==> src/rtl/alu_pkg.sv <==
`default_nettype none
// ============================================================================
// Module      : alu_pkg
// Description : Shared definitions for the execute-stage ALU: ARM
//               data-processing opcodes, NZCV flag bit indices, flag-enable
//               masks, FSM state encoding and an opcode classification helper.
// Ports       : none (package)
// Revision    : 1.0 - initial release
// ============================================================================
package alu_pkg;

  // ARM data-processing opcodes
  localparam logic [3:0] OP_AND = 4'b0000;
  localparam logic [3:0] OP_EOR = 4'b0001;
  localparam logic [3:0] OP_SUB = 4'b0010;
  localparam logic [3:0] OP_RSB = 4'b0011;
  localparam logic [3:0] OP_ADD = 4'b0100;
  localparam logic [3:0] OP_ADC = 4'b0101;
  localparam logic [3:0] OP_SBC = 4'b0110;
  localparam logic [3:0] OP_RSC = 4'b0111;
  localparam logic [3:0] OP_TST = 4'b1000;
  localparam logic [3:0] OP_TEQ = 4'b1001;
  localparam logic [3:0] OP_CMP = 4'b1010;
  localparam logic [3:0] OP_CMN = 4'b1011;
  localparam logic [3:0] OP_ORR = 4'b1100;
  localparam logic [3:0] OP_MOV = 4'b1101;
  localparam logic [3:0] OP_BIC = 4'b1110;
  localparam logic [3:0] OP_MVN = 4'b1111;

  // Bit positions inside the {N,Z,C,V} flag vector
  localparam int FLAG_N = 3;
  localparam int FLAG_Z = 2;
  localparam int FLAG_C = 1;
  localparam int FLAG_V = 0;

  // Flag write-enable masks
  localparam logic [3:0] FEN_ALL = 4'b1111;
  localparam logic [3:0] FEN_NZ  = 4'b1100;

  typedef enum logic [1:0] {
    ST_IDLE = 2'b00,
    ST_MUL  = 2'b01,
    ST_DONE = 2'b10
  } state_t;

  // TST/TEQ/CMP/CMN: update flags unconditionally, never write the result
  function automatic logic is_test_op(input logic [3:0] op);
    return (op[3:2] == 2'b10);
  endfunction

endpackage
`default_nettype wire

==> src/rtl/alu_flag_unit_core.sv <==
`default_nettype none
// ============================================================================
// Module      : alu_core
// Description : Purely combinational ARM data-processing datapath. Produces
//               the result, carry and overflow, and reports whether the
//               opcode is arithmetic (C/V meaningful) or logical.
// Ports       : op     - 4-bit opcode
//               a, b   - operands Rn and Op2
//               cin    - incoming C flag (ADC/SBC/RSC)
//               result - operation result
//               c, v   - carry (NOT borrow on subtract) and signed overflow
//               arith  - 1 = arithmetic class, 0 = logical class
// Revision    : 1.0 - initial release
// ============================================================================
module alu_core
  import alu_pkg::*;
#(
  parameter int WIDTH = 32
) (
  input  logic [3:0]       op,
  input  logic [WIDTH-1:0] a,
  input  logic [WIDTH-1:0] b,
  input  logic             cin,
  output logic [WIDTH-1:0] result,
  output logic             c,
  output logic             v,
  output logic             arith
);

  logic [WIDTH-1:0] w_x;
  logic [WIDTH-1:0] w_y;
  logic             w_ci;
  logic [WIDTH-1:0] w_logic;
  logic [WIDTH:0]   w_sum;

  // Subtraction is x + ~y + ci, so the adder carry-out is directly NOT borrow.
  always_comb begin
    w_x     = a;
    w_y     = b;
    w_ci    = 1'b0;
    w_logic = '0;
    arith   = 1'b0;
    case (op)
      OP_AND, OP_TST: w_logic = a & b;
      OP_EOR, OP_TEQ: w_logic = a ^ b;
      OP_ORR:         w_logic = a | b;
      OP_MOV:         w_logic = b;
      OP_BIC:         w_logic = a & ~b;
      OP_MVN:         w_logic = ~b;
      OP_SUB, OP_CMP: begin arith = 1'b1; w_y = ~b; w_ci = 1'b1; end
      OP_RSB:         begin arith = 1'b1; w_x = b; w_y = ~a; w_ci = 1'b1; end
      OP_ADD, OP_CMN: begin arith = 1'b1; end
      OP_ADC:         begin arith = 1'b1; w_ci = cin; end
      OP_SBC:         begin arith = 1'b1; w_y = ~b; w_ci = cin; end
      OP_RSC:         begin arith = 1'b1; w_x = b; w_y = ~a; w_ci = cin; end
      default:        w_logic = '0;
    endcase
  end

  assign w_sum  = {1'b0, w_x} + {1'b0, w_y} + {{WIDTH{1'b0}}, w_ci};
  assign result = arith ? w_sum[WIDTH-1:0] : w_logic;
  assign c      = arith & w_sum[WIDTH];
  // Overflow: adder inputs share a sign and the sum's sign differs. For
  // subtraction y is already inverted, so this covers differing-sign operands.
  assign v      = arith & (w_x[WIDTH-1] == w_y[WIDTH-1])
                        & (w_sum[WIDTH-1] != w_x[WIDTH-1]);

endmodule
`default_nettype wire

==> src/rtl/alu_flag_unit.sv <==
`default_nettype none
// ============================================================================
// Module      : alu_flag_unit
// Description : Execute-stage ALU with NZCV flag-update generation.
//               Single-cycle data-processing ops plus an iterative shift-add
//               multiply (WIDTH cycles) behind a START/BUSY/DONE handshake.
// Ports       : clk      - rising-edge clock
//               rst      - synchronous active-low reset
//               start    - launch operation (ignored while busy)
//               op       - data-processing opcode
//               mul_sel  - 1 = multiply, op ignored
//               s        - set-flags bit
//               a, b     - operands Rn and Op2
//               carry_in - current C flag
//               busy     - multiply in progress
//               done     - one-cycle pulse, result/flags valid
//               result   - operation result (held until next done)
//               res_we   - register writeback enable
//               flag_d   - {N,Z,C,V} data (held until next done)
//               flag_en  - per-flag write enables
// Revision    : 1.0 - initial release
// ============================================================================
module alu_flag_unit
  import alu_pkg::*;
#(
  parameter int WIDTH = 32
) (
  input  logic             clk,
  input  logic             rst,
  input  logic             start,
  input  logic [3:0]       op,
  input  logic             mul_sel,
  input  logic             s,
  input  logic [WIDTH-1:0] a,
  input  logic [WIDTH-1:0] b,
  input  logic             carry_in,
  output logic             busy,
  output logic             done,
  output logic [WIDTH-1:0] result,
  output logic             res_we,
  output logic [3:0]       flag_d,
  output logic [3:0]       flag_en
);

  localparam int               c_cnt_w     = $clog2(WIDTH);
  localparam logic [c_cnt_w-1:0] c_last_iter = c_cnt_w'(WIDTH - 1);

  state_t             r_state;
  state_t             w_next;
  logic               w_accept;

  logic [3:0]         r_op;
  logic               r_s;
  logic               r_mul_sel;
  logic [WIDTH-1:0]   r_a;
  logic [WIDTH-1:0]   r_b;
  logic               r_cin;
  logic [WIDTH-1:0]   r_mcand;
  logic [WIDTH-1:0]   r_mplier;
  logic [WIDTH-1:0]   r_prod;
  logic [c_cnt_w-1:0] r_cnt;

  logic               r_done;
  logic [WIDTH-1:0]   r_result;
  logic               r_res_we;
  logic [3:0]         r_flag_d;
  logic [3:0]         r_flag_en;

  logic [WIDTH-1:0]   w_core_res;
  logic               w_core_c;
  logic               w_core_v;
  logic               w_core_arith;

  logic [WIDTH-1:0]   w_res;
  logic [3:0]         w_flags;
  logic [3:0]         w_fen;
  logic               w_we;

  alu_core #(
    .WIDTH (WIDTH)
  ) u_core (
    .op     (r_op),
    .a      (r_a),
    .b      (r_b),
    .cin    (r_cin),
    .result (w_core_res),
    .c      (w_core_c),
    .v      (w_core_v),
    .arith  (w_core_arith)
  );

  // ---------------------------------------------------------------- FSM
  always_ff @(posedge clk) begin
    if (!rst) r_state <= ST_IDLE;
    else      r_state <= w_next;
  end

  always_comb begin
    w_next   = r_state;
    w_accept = 1'b0;
    case (r_state)
      ST_IDLE, ST_DONE: begin
        if (start) begin
          w_accept = 1'b1;
          w_next   = mul_sel ? ST_MUL : ST_DONE;
        end else begin
          w_next   = ST_IDLE;
        end
      end
      ST_MUL:  if (r_cnt == c_last_iter) w_next = ST_DONE;
      default: w_next = ST_IDLE;
    endcase
  end

  // ------------------------------------------------- result / flag select
  always_comb begin
    w_flags = 4'b0000;
    if (r_mul_sel) begin
      w_res = r_prod;
      w_fen = r_s ? FEN_NZ : 4'b0000;
      w_we  = 1'b1;
    end else begin
      w_res = w_core_res;
      // Test ops always update flags; arithmetic class decides NZ vs NZCV.
      w_fen = (r_s || is_test_op(r_op)) ? (w_core_arith ? FEN_ALL : FEN_NZ)
                                        : 4'b0000;
      w_we  = !is_test_op(r_op);
    end
    w_flags[FLAG_N] = w_res[WIDTH-1];
    w_flags[FLAG_Z] = (w_res == '0);
    w_flags[FLAG_C] = w_core_c;
    w_flags[FLAG_V] = w_core_v;
  end

  // --------------------------------------------- operands / multiply / outputs
  always_ff @(posedge clk) begin
    if (!rst) begin
      r_op      <= '0;
      r_s       <= 1'b0;
      r_mul_sel <= 1'b0;
      r_a       <= '0;
      r_b       <= '0;
      r_cin     <= 1'b0;
      r_mcand   <= '0;
      r_mplier  <= '0;
      r_prod    <= '0;
      r_cnt     <= '0;
      r_done    <= 1'b0;
      r_result  <= '0;
      r_res_we  <= 1'b0;
      r_flag_d  <= 4'b0000;
      r_flag_en <= 4'b0000;
    end else begin
      if (w_accept) begin
        r_op      <= op;
        r_s       <= s;
        r_mul_sel <= mul_sel;
        r_a       <= a;
        r_b       <= b;
        r_cin     <= carry_in;
        r_mcand   <= a;
        r_mplier  <= b;
        r_prod    <= '0;
        r_cnt     <= '0;
      end else if (r_state == ST_MUL) begin
        if (r_mplier[0]) r_prod <= r_prod + r_mcand;
        r_mcand  <= r_mcand << 1;
        r_mplier <= r_mplier >> 1;
        r_cnt    <= r_cnt + 1'b1;
      end

      // Outputs are registered from the DONE state, so they appear one
      // cycle after the state is entered.
      r_done    <= (r_state == ST_DONE);
      r_res_we  <= (r_state == ST_DONE) && w_we;
      r_flag_en <= (r_state == ST_DONE) ? w_fen : 4'b0000;
      if (r_state == ST_DONE) begin
        r_result <= w_res;
        r_flag_d <= w_flags & w_fen;
      end
    end
  end

  assign busy    = (r_state == ST_MUL);
  assign done    = r_done;
  assign result  = r_result;
  assign res_we  = r_res_we;
  assign flag_d  = r_flag_d;
  assign flag_en = r_flag_en;

endmodule
`default_nettype wire

==> config.mk <==
export PLATFORM = sky130hd
export DESIGN_NAME = alu_flag_unit
export DESIGN_NICKNAME = d
export VERILOG_FILES = /design/src/rtl/alu_pkg.sv /design/src/rtl/alu_flag_unit_core.sv /design/src/rtl/alu_flag_unit.sv
export SDC_FILE = /design/constraint.sdc
export NUM_CORES = 1
export LEC_CHECK = 0
export CORE_UTILIZATION = 60
export DETAILED_ROUTE_END_ITERATION = 8
export GPL_ROUTABILITY_DRIVEN = 0
export PLACE_DENSITY_LB_ADDON = 0.08
export SETUP_SLACK_MARGIN = 0.5
export SLEW_MARGIN = 20
export SYNTH_ARGS = -nofsm -noshare
export SYNTH_HDL_FRONTEND = slang
export SYNTH_HIERARCHICAL = 1
export SYNTH_SLANG_ARGS = --single-unit
==> constraint.sdc <==
create_clock -name clk -period 5.28 [get_ports clk]
set_input_delay 1.584 -clock clk [delete_from_list [all_inputs] [get_ports clk]]
set_output_delay 1.584 -clock clk [all_outputs]
set_load 0.05 [all_outputs]
After elaboration in Yosys (flattened, before gate mapping) --
Index checks and enable logic that the tools add are counted.
Operators by class: equality and inequality tests 22, bitwise logic cells 11, muxes and demuxes 22, reductions and logical operators 18, add/subtract/negate cells 4
Operators with widths (count):
- $mux W32 | 7
- $pmux W32 S6 | 1
- $and A32 B32 Y32 | 2
- $not A32 Y32 | 2
- $pmux W32 S2 | 1
- $add A32 B32 Y33 | 1
- $add A33 B1 Y33 | 1
- $add A32 B32 Y32 | 1
- $eq A4 B4 Y1 const B | 8
- $logic_not A32 Y1 | 1
- $or A32 B32 Y32 | 1
- $xor A32 B32 Y32 | 1
- $eq A4 B3 Y1 const B | 4
- $mux W4 | 3
- $reduce_or A2 Y1 | 5
- $reduce_or A3 Y1 | 3
- $eq A4 B2 Y1 const B | 2
- $mux W2 | 4
- $reduce_or A8 Y1 | 1
- $add A5 B1 Y5 const B | 1
- $eq A5 B5 Y1 const B | 1
- $and A4 B4 Y4 | 1
- $eq A2 B2 Y1 const B | 2
- $eq A4 B1 Y1 const B | 1
- other kinds (16) | 22
Word-level totals: logic and storage cells 93, register bits after elaboration 216, output and inout bits 43

Longest topological paths before layout --
Gate-level depths: netlist of run 1.
depth in word-level cells 9, depth in mapped cells 24

Modules after synthesis --
The synthesis of run 1 kept the hierarchy.
By module, submodules not included:
- alu_flag_unit | cells an instance 1187, instances 1, sequential area each 4284.1 sq um, area an instance 10246.1 sq um
- alu_core | cells an instance 848, instances 1, sequential area each 0.0 sq um, area an instance 4908.5 sq um

Least setup slack after synthesis of run 1 --
Ideal clock, no wire load.
kind register to register, start point reg r_op[0], end point reg r_flag_d[2] (netlist: flag_d[2]), period minus slack after synthesis 4450 ps, arrival 4375 ps, setup slack 830 ps, cell stages (with the launch flop) 22, path buffers 4, cell sequence dfxtp_1 > clkbuf_1 > clkbuf_1 > clkbuf_1 > buf_1 > o22ai_1 > a32oi_1 > fa_1 > inv_1 > fa_1 > a21oi_1 > o21ai_0 > o21ai_1 > o221ai_1 > a22oi_1 > o31ai_1 > or4_1 > and3_1 > nor2b_1 > a211oi_1 > nand4_1 > a21boi_0
On the way: cells in the longest elaborated chain, start to end 9, elaborated cells on any way between the ends 34
RTL lines:
- start, declared | line alu_flag_unit.sv:52 | logic [3:0] r_op;
- start signal, assigned | line alu_flag_unit.sv:155 | r_op <= op;
- $eq A4 B2 Y1 (tied with other cells) | line alu_flag_unit_core.sv:43 | case (op)
- $reduce_or A3 Y1 (no line) / $reduce_or A2 Y1 (equally long branches)
- $pmux W32 S2 / $mux W32 (equally long branches) | line alu_flag_unit_core.sv:43
- $add A32 B32 Y33 | line alu_flag_unit_core.sv:60 | assign w_sum = {1'b0, w_x} + {1'b0, w_y} + {{WIDTH{1'b0}}, w_ci};
- $add A33 B1 Y33 | line alu_flag_unit_core.sv:60
- $mux W32 * | line alu_flag_unit_core.sv:61 | assign result = arith ? w_sum[WIDTH-1:0] : w_logic;
- net w_core_res[30] | line alu_flag_unit.sv:69 | logic [WIDTH-1:0] w_core_res;
- $mux W32 * | line alu_flag_unit.sv:118 | if (r_mul_sel) begin
- $logic_not A32 Y1 * | line alu_flag_unit.sv:130 | w_flags[FLAG_Z] = (w_res == '0);
- $and A4 B4 Y4 * | line alu_flag_unit.sv:179 | r_flag_d <= w_flags & w_fen;
- end signal, assigned | line alu_flag_unit.sv:179
- end, declared | line alu_flag_unit.sv:66 | logic [3:0] r_flag_d;
Mark *: on every way through the listed nets, which the timed path passes. The rest lies on a longest branch. A chain may end at the register's enable or synchronous reset.

Worst setup path after layout of run 1 --
Same ends and word-level chain as after synthesis.

==> results by group, run 1 <==
Final layout
  – Fin util: 0.710
  – Fin nets: between 2k and 2.5k
  – Layout cells sized above 1: 0.0526
  – Antenna Cells: 0
  – Area Growth Syn to Fin: 14.9%
  – Post-route cell area: about 17000 um^2

Routing
  – Final wirelength: roughly 48 mm
  – Detailed router's first-iteration violation count: ~1.8k
  – Drt wl/cell: between 15 and 20 um
  – Via count: 15.3k
  – Vias per std cell: roughly 6.3
  – ANT nets after route: 0
  – Pre-Repair DR Iteration Count: 6
  – DRC viols: 0

Hold path
  – Hold Crit Class: register to register

Power and ir drop
  – Leakage power: between 0.007 and 0.008 uW
  – Overall power: about 4600 uW
  – Pwr Density: 264 nW/um^2
  – Maximum VDD drop: 0.259 mV

Logic synthesis
  – Synthesized area per cell: approximately 7.4 um^2
  – Post-Synthesis Cell Area: around 15000 um^2
  – EDFF count, synth: 0
  – Flops & latches, synth: about 210
  – Ys Warns: 6
  – Synth Flop Type: dfxtp_1
  – Cell count after synthesis: ~2.0k
  – Ys async rst share: 0
  – Post-synthesis cell type count: around 70
  – Syn nets: 2208
  – Register area share after synthesis: 0.283

Clock network
  – Number of hold buffers added after CTS: 0
  – H-tree Lvls: 1
  – Clock Path Buffers: 3
  – Worst-path clk slew: ~0.060 ns
  – CTS tree: yes
  – Num CTS Buffers: 24
  – Skew-Pair Late Insertion Delay: around 0.54 ns
  – CTS sink cnt: between 200 and 250
  – Root buffer cell: clkbuf_16

Timing
  – Worst-Margin Slew: between 0.9 and 1 ns
  – Final Hold Viols: 0
  – # setup viols final: 0
  – Final TNS setup: 0 ns
  – RSZ-0062 raised after global routing: no
  – Max Slew Vio Count: 0
  – Fin Clk Skew: between 0.01 and 0.015 ns
  – Crit path time final: roughly 4.6 ns
  – Period utilization: 0.864
  – Max Clk Rate: around 0.22 GHz
  – Fin Hold WS: around 0.47 ns
  – Rel. slew slack: 0.359

GRT
  – Largest net degree at the start of global routing: 75
  – First-pass GRT wire length: about 75 mm
  – Vias in the first global route: ~14k
  – Initial antenna violation count: 1
  – Total grt overflow: 0
  – Global-route usage over all layers: 0.360

Floorplan
  – # rows: 57
  – Die area: 25900 um^2
  – Starting Density: 0.618
  – Die H: 161 um
  – Die width: ~160 um
  – IO Pins: roughly 120
  – Core area: 24500 um^2

Critical path
  – CP required: 5.73 ns
  – CP Max Fanout: 31
  – Critical path type: register to register
  – Crit path capture type: register
  – Crit start category: register
  – Crit path DAT: around 5 ns

Job
  – Max-Cap Viols: 0

Placed design
  – PortBufs: roughly 120
  – Placed cell area: approximately 16000 um^2
  – DP Wirelength: between 30 and 40 mm

Outcome
  – Status: finished, final reports clean
-- layout by cell type (no fill, tap or decap), types with 6 or more instances in the layout --
cell type | synthesis | final
a22oi_1 | 12 | 11
o21bai_1 | 7 | 7
o211a_1 | 32 | 32
nor3_1 | 38 | 37
a21oi_1 | 120 | 118
ha_1 | 96 | 95
o221ai_1 | 9 | 9
mux2i_1 | 93 | 93
o21a_1 | 7 | 7
buf_4 | 2 | 27
nor4_1 | 16 | 14
and2_1 | 70 | 70
a211oi_1 | 14 | 13
a31oi_1 | 15 | 14
o31ai_1 | 15 | 14
xnor2_1 | 28 | 28
clkbuf_16 | 0 | 24
a22o_1 | 9 | 9
dfxtp_1 | 214 | 209
clkdlybuf4s50_1 | 0 | 115
o21ai_0 | 241 | 241
nand3_1 | 21 | 21
inv_1 | 82 | 81
nand2_1 | 368 | 367
a21boi_0 | 76 | 76
nor2_1 | 95 | 95
o211ai_1 | 7 | 7
nor2b_1 | 52 | 49
xor2_1 | 27 | 27
nand2b_1 | 8 | 6
and3_1 | 8 | 8
o22ai_1 | 8 | 8
a221oi_1 | 16 | 16
a21o_1 | 20 | 20
nand4_1 | 15 | 15
-- critical path, stage by stage (launching register included) --
cell and delay [ns]:
dfxtp_2 0.40, nor2b_4 0.20, nand2_4 0.14, nand2_1 0.14
buf_12 0.20, nand2_1 0.07, o21ai_0 0.07, o21ai_0 0.16
fa_1 0.48, a21oi_2 0.19, o21ai_0 0.17, o21ai_2 0.24
o221ai_1 0.22, a22oi_2 0.33, o31ai_1 0.12, or4_1 0.41
and3_1 0.21, nor2b_1 0.15, a211oi_2 0.24, nand4_1 0.12
a21boi_0 0.18
-- per-layer routing --
metal | vias up | track usage | part of all wire
met4 | 0 | 0.187 | 0.054
li1 | 7251 | - | -
met1 | 7054 | 0.480 | 0.42
met2 | 801 | 0.561 | 0.43
met5 | - | 0 | 0
met3 | 158 | 0.0566 | 0.088
-- through the flow --
stage | setup WS (ns) | instances
global placement | 0.719 | 2369
floorplan | 0.830 | 2035
detailed placement | 0.499 | 2369
global route | 0.472 | 2417
CTS | 0.567 | 2413
finish | 0.717 | 2417
-- worst paths after layout --
path,startpoint,to,slack (ns),cells after the start
max,r_op[0]$_SDFFE_PN0P_,flag_d[2]$_SDFFE_PN0P_,0.72,20
min,r_cnt[4]$_SDFFE_PP0P_,r_cnt[4]$_SDFFE_PP0P_,0.47,2
max reg2reg,r_op[0]$_SDFFE_PN0P_,flag_d[2]$_SDFFE_PN0P_,0.72,20
min reg2reg,r_cnt[4]$_SDFFE_PP0P_,r_cnt[4]$_SDFFE_PP0P_,0.47,2
-- Yosys cell counts, drive strengths merged (27+ instances only) --
cell type,number,area share
nor3,38,0.013
xnor2,28,0.016
ha,96,0.079
a21boi,76,0.038
mux2i,93,0.061
xor2,27,0.016
o21ai,249,0.082
nand2,369,0.092
o211a,32,0.021
dfxtp,214,0.28
a21oi,121,0.040
nor2,95,0.024
inv,82,0.020
clkbuf,110,0.027
nor2b,52,0.021
and2,70,0.029
-- cells by family after synthesis --
logic type / share of synthesized area
fa+ha+maj: 0.0832
flops: 0.283
buf+inv: 0.0547
simple gates: 0.214
compound gates: 0.269
xor+xnor: 0.0318
mux: 0.0644
-- where the power goes --
group / leakage, uW / switching (uW) / total, uW / internal, uW
Combinational: 0.00494 / 645 / 1050 / 409
Clock: 0.000393 / 709 / 1740 / 1030
Sequential: 0.00175 / 99.8 / 1800 / 1700
Total: 0.00709 / 1450 / 4590 / 3140
-- cell type report --
class                           instances  area, um^2
Multi-Input combinational cell       1606       10200
Fill cell                            2063        7120
Sequential cell                       214        4290
Timing Repair Buffer                  146        1430
Clock buffer                           32         661
Tap cell                              324         405
Inverter                               83         312
Clock inverter                         12         161
-- state kept, by name (all words and copies together), names as in the netlist, 2 cells and up --
| register | cells |
|---|---|
| r_mplier | 32 |
| r_op | 4 |
| r_prod | 32 |
| r_b | 32 |
| r_state | 2 |
| r_a | 32 |
| r_cnt | 5 |
| result | 32 |
| r_mcand | 32 |
| flag_en | 2 |
| flag_d | 4 |
-- repair_timing --
item	in CTS	in global routing
buffers inserted	0	3
setup endpoints to repair	1	2
cloned	0	1
resized for setup	1	16
pin swaps	0	5
No activity file was read; power rests on OpenSTA's default activity.
==> inputs of run 2 (changes only) <==
--- a/config.mk
+++ b/config.mk
@@ -5,6 +5,7 @@
 export SDC_FILE = /design/constraint.sdc
 export NUM_CORES = 1
 export LEC_CHECK = 0
+export ABC_CLOCK_PERIOD_IN_PS = 5280
 export CORE_UTILIZATION = 60
 export DETAILED_ROUTE_END_ITERATION = 8
 export GPL_ROUTABILITY_DRIVEN = 0
@@ -15,3 +16,4 @@
 export SYNTH_HDL_FRONTEND = slang
 export SYNTH_HIERARCHICAL = 1
 export SYNTH_SLANG_ARGS = --single-unit
+export TNS_END_PERCENT = 5
==> results of run 2 <==
Final layout, timing and power as in run 1 (identical DEF).
==> inputs of run 3 (changes only) <==
--- a/config.mk
+++ b/config.mk
@@ -10,7 +10,6 @@
 export DETAILED_ROUTE_END_ITERATION = 8
 export GPL_ROUTABILITY_DRIVEN = 0
 export PLACE_DENSITY_LB_ADDON = 0.08
-export SETUP_SLACK_MARGIN = 0.5
 export SLEW_MARGIN = 20
 export SYNTH_ARGS = -nofsm -noshare
 export SYNTH_HDL_FRONTEND = slang
==> run 3 against run 2 <==
Against the previous run: core utilization shrank 0.39 points; final cell count is 0.17% lower; worst hold slack got worse by 0.00062 ns; critical endpoint unchanged.
==> results by group, run 3 (synthesized netlist as in run 1, its figures left out) <==
Final layout
  – Area Growth Syn to Fin: 14.3%
  – Fin nets: 2244 (-0.18%)
  – Area of the multi-input gates: 10100 um^2 (-0.67%)
  – Most frequent cells in the layout: nand2_1 (367), o21ai_0 (241), dfxtp_1 (211)
  – Non-filler cells, final: 2413 (-0.17%)
  – Layout cells sized above 1: 0.0445 (-0.00804)
  – Filler cells: 2076 (+0.63%)
  – Commonest non-fill, non-tap cell in the layout: nand2_1
  – FF/Latch Area: 4290 um^2 (-0.12%)
  – Antenna Cells: 0 (unchanged)

Floorplan
  – Die H: 161 um (unchanged)
  – IO Pins: 117 (unchanged)
  – Die area: 25900 um^2 (unchanged)
  – Starting Density: 0.618 (unchanged)
  – Core area: 24500 um^2 (unchanged)
  – Die width: 161 um (unchanged)
  – # rows: 57 (unchanged)

Hold path
  – Hold path startpoint: r_cnt[4]$_SDFFE_PP0P_
  – Hold Crit Class: register to register
  – Min-Delay Path Depth: 2 (unchanged)
  – Hold Crit Endpoint: r_cnt[4]$_SDFFE_PP0P_

Critical path
  – CP Max Fanout: 31 (unchanged)
  – CP required: 5.73 ns (about the same)
  – Crit path capture type: register
  – Critical path type: register to register
  – Crit path DAT: 5.34 ns (+0.32 ns)
  – Worst path top cell family by delay: compound AO/OA/AOI/OAI gates
  – Reg-to-Reg End: flag_d[2]$_SDFFE_PN0P_
  – Cell count of the worst reg-to-reg path: 20 (unchanged)
  – Worst reg2reg path startpoint: r_op[0]$_SDFFE_PN0P_
  – CP max stage cell: fa_1
  – Cell repeated most along the worst path: o21ai_0
  – Crit start category: register
  – R2R setup slack: 0.40 ns (-0.32 ns)
  – Slowest stage delay, CP: 0.46 ns (-0.02 ns)
  – Cell Chain, Critical Path: nor2b_1, nand2_4, nand2_1, buf_12, nand2_1, o21ai_0, o21ai_0, fa_1, a21oi_1, o21ai_0, o21ai_1, o221ai_1, a22oi_1, o31ai_1, or4_1, and3_1, nor2b_1, a211oi_1, nand4_1, a21boi_0
  – Number of buffers and inverters on the critical path: 1 (unchanged)

Placed design
  – DP Wirelength: 34.9 mm (unchanged)
  – PortBufs: 116 (unchanged)
  – # placed instances: 2369 (unchanged)

Clock network
  – CTS sink cnt: 214 (unchanged)
  – Clock Path Buffers: 3 (unchanged)
  – Postcts setup bufs: 0 (unchanged)
  – Worst-path clk slew: 0.06 ns (about the same)
  – H-tree Lvls: 1 (unchanged)
  – Root buffer cell: clkbuf_16
  – Skew-Pair Late Insertion Delay: 0.54 ns (about the same)
  – Num CTS Buffers: 24 (unchanged)
  – CTS tree: yes

Power and ir drop
  – Sw Share: 0.315 (-0.00123)
  – Comb pwr share: 0.228 (-0.002)
  – Leakage power: 0.00707 uW (-0.22%)
  – Maximum VDD drop: 0.261 mV (+0.61%)
  – P_sw: 1440 uW (-0.80%)
  – Seq pwr share: 0.392 (about the same)
  – Pwr Density: 264 nW/um^2 (+0.14%)
  – Clock group share of total power: 0.380 (about the same)
  – Power Internal: 3130 uW (-0.23%)

Job
  – Max-Cap Viols: 0 (unchanged)

Routing
  – Drt wl/cell: 19.5 um (-0.80%)
  – DRC viols: 0 (unchanged)
  – ANT nets after route: 0 (unchanged)
  – Detailed router's first-iteration violation count: 1688 (-6.2%)
  – Vias per std cell: 6.30 (-0.28%)
  – Pre-Repair DR Iteration Count: 7 (+1)
  – Final wirelength: 47.1 mm (-0.97%)
  – Via count: 15.2k (-0.45%)

GRT
  – First-pass GRT wire length: 74.9 mm (about the same)
  – Global-route usage over all layers: 0.360 (unchanged)
  – Met2 usage: 0.560 (-0.00137)
  – Total grt overflow: 0 (unchanged)
  – Initial antenna violation count: 1 (unchanged)
  – Met1 usage: 0.479 (-0.000483)
  – Grt peak-use layer: met2
  – Largest net degree at the start of global routing: 75 (unchanged)
  – Vias in the first global route: 14.1k (+0.071%)
  – Met3 GRT Util: 0.0573 (+0.000775)

Timing
  – Rel. slew slack: 0.382 (+0.0223)
  – Final Hold Viols: 0 (unchanged)
  – Max Clk Rate: 0.205 GHz (-6.5%)
  – Period utilization: 0.924 (+0.0603)
  – # setup viols final: 0 (unchanged)
  – Final TNS setup: 0 ns (unchanged)
  – Worst-Margin Slew: 0.924 ns (-0.0333 ns)
  – Crit path time final: 4.88 ns (+0.318 ns)
  – Max Slew Vio Count: 0 (unchanged)
  – RSZ-0062 raised after global routing: no
  – Fin Clk Skew: 0.0101 ns (-0.00360 ns)

Outcome
  – Status: finished, final reports clean
-- run 3: changes by cell type in the layout (fill, tap and decap cells not counted), moves of 2 or more --
cell     delta
buf_4       -3
a21oi_1     +2
a21oi_2     -2
dfxtp_1     +2
nor4_1      +2
nor4_2      -2
-- run 3: worst max-delay path by stage --
stage                         startpoint                     end  slack (ns)  depth (start not counted)
floorplan           r_op[0]$_SDFFE_PN0P_  flag_d[2]$_SDFFE_PN0P_        0.83                         21
global placement    r_op[0]$_SDFFE_PN0P_  flag_d[2]$_SDFFE_PN0P_        0.72                         20
detailed placement  r_op[0]$_SDFFE_PN0P_  flag_d[2]$_SDFFE_PN0P_        0.50                         21
CTS                 r_op[0]$_SDFFE_PN0P_  flag_d[2]$_SDFFE_PN0P_        0.48                         20
global route        r_op[3]$_SDFFE_PN0P_  flag_d[2]$_SDFFE_PN0P_        0.03                         21
finish              r_op[0]$_SDFFE_PN0P_  flag_d[2]$_SDFFE_PN0P_        0.40                         20
-- run 3: stage by stage --
stage | cell area [um^2] | worst slack [ns] | utilization | total power (uW) | hold slack, ns
2_1_floorplan | 15200 | 0.830 | - | 2500 | 0.441
6_report | 17300 | 0.399 | 0.706 | 4570 | 0.465
4_1_cts | 17300 | 0.475 | 0.706 | 4560 | 0.467
3_5_place_dp | 16500 | 0.499 | 0.672 | 2840 | 0.459
5_1_grt | 17300 | 0.0290 | 0.706 | 4760 | 0.469
3_3_place_gp | 16500 | 0.719 | 0.672 | 2810 | 0.448
-- run 3: area by class of cell --
cell class	instances	area share
clock buffers	32	0.0381
inverters	83	0.0180
well taps	324	0.0234
multi-input cells	1605	0.582
repair buffers	143	0.0815
clock inverters	12	0.00932
flip-flops and latches	214	0.248
-- run 3: worst reg2reg max path, delay by kind of cell, from the launching register on --
kind	cells	cell delay (ns)
compound gates	10	2.12
simple gates	8	1.64
fa+ha+maj	1	0.46
flops	1	0.37
buf+inv	1	0.20
-- run 3: timing repair --
action / 4_1_cts / 5_1_grt
resized for setup: 0 / 1
hold endpoints to repair: 0 / 0
endpoints found under the setup margin: 0 / 1
hold buffers: 0 / 0
-- run 3: power groups by stage --
stage	combinational (uW)	sequential [uW]	clock (uW)
CTS	1020	1790	1750
detailed placement	1010	1830	0
global route	1140	1800	1820
global placement	985	1820	0
finish	1040	1790	1740
floorplan	670	1830	0
-- run 3: layer usage --
metal	wire length (um)	share of wire
met3	4110	0.087
met2	20300	0.43
met4	2670	0.057
met1	20000	0.43
met5	0	0
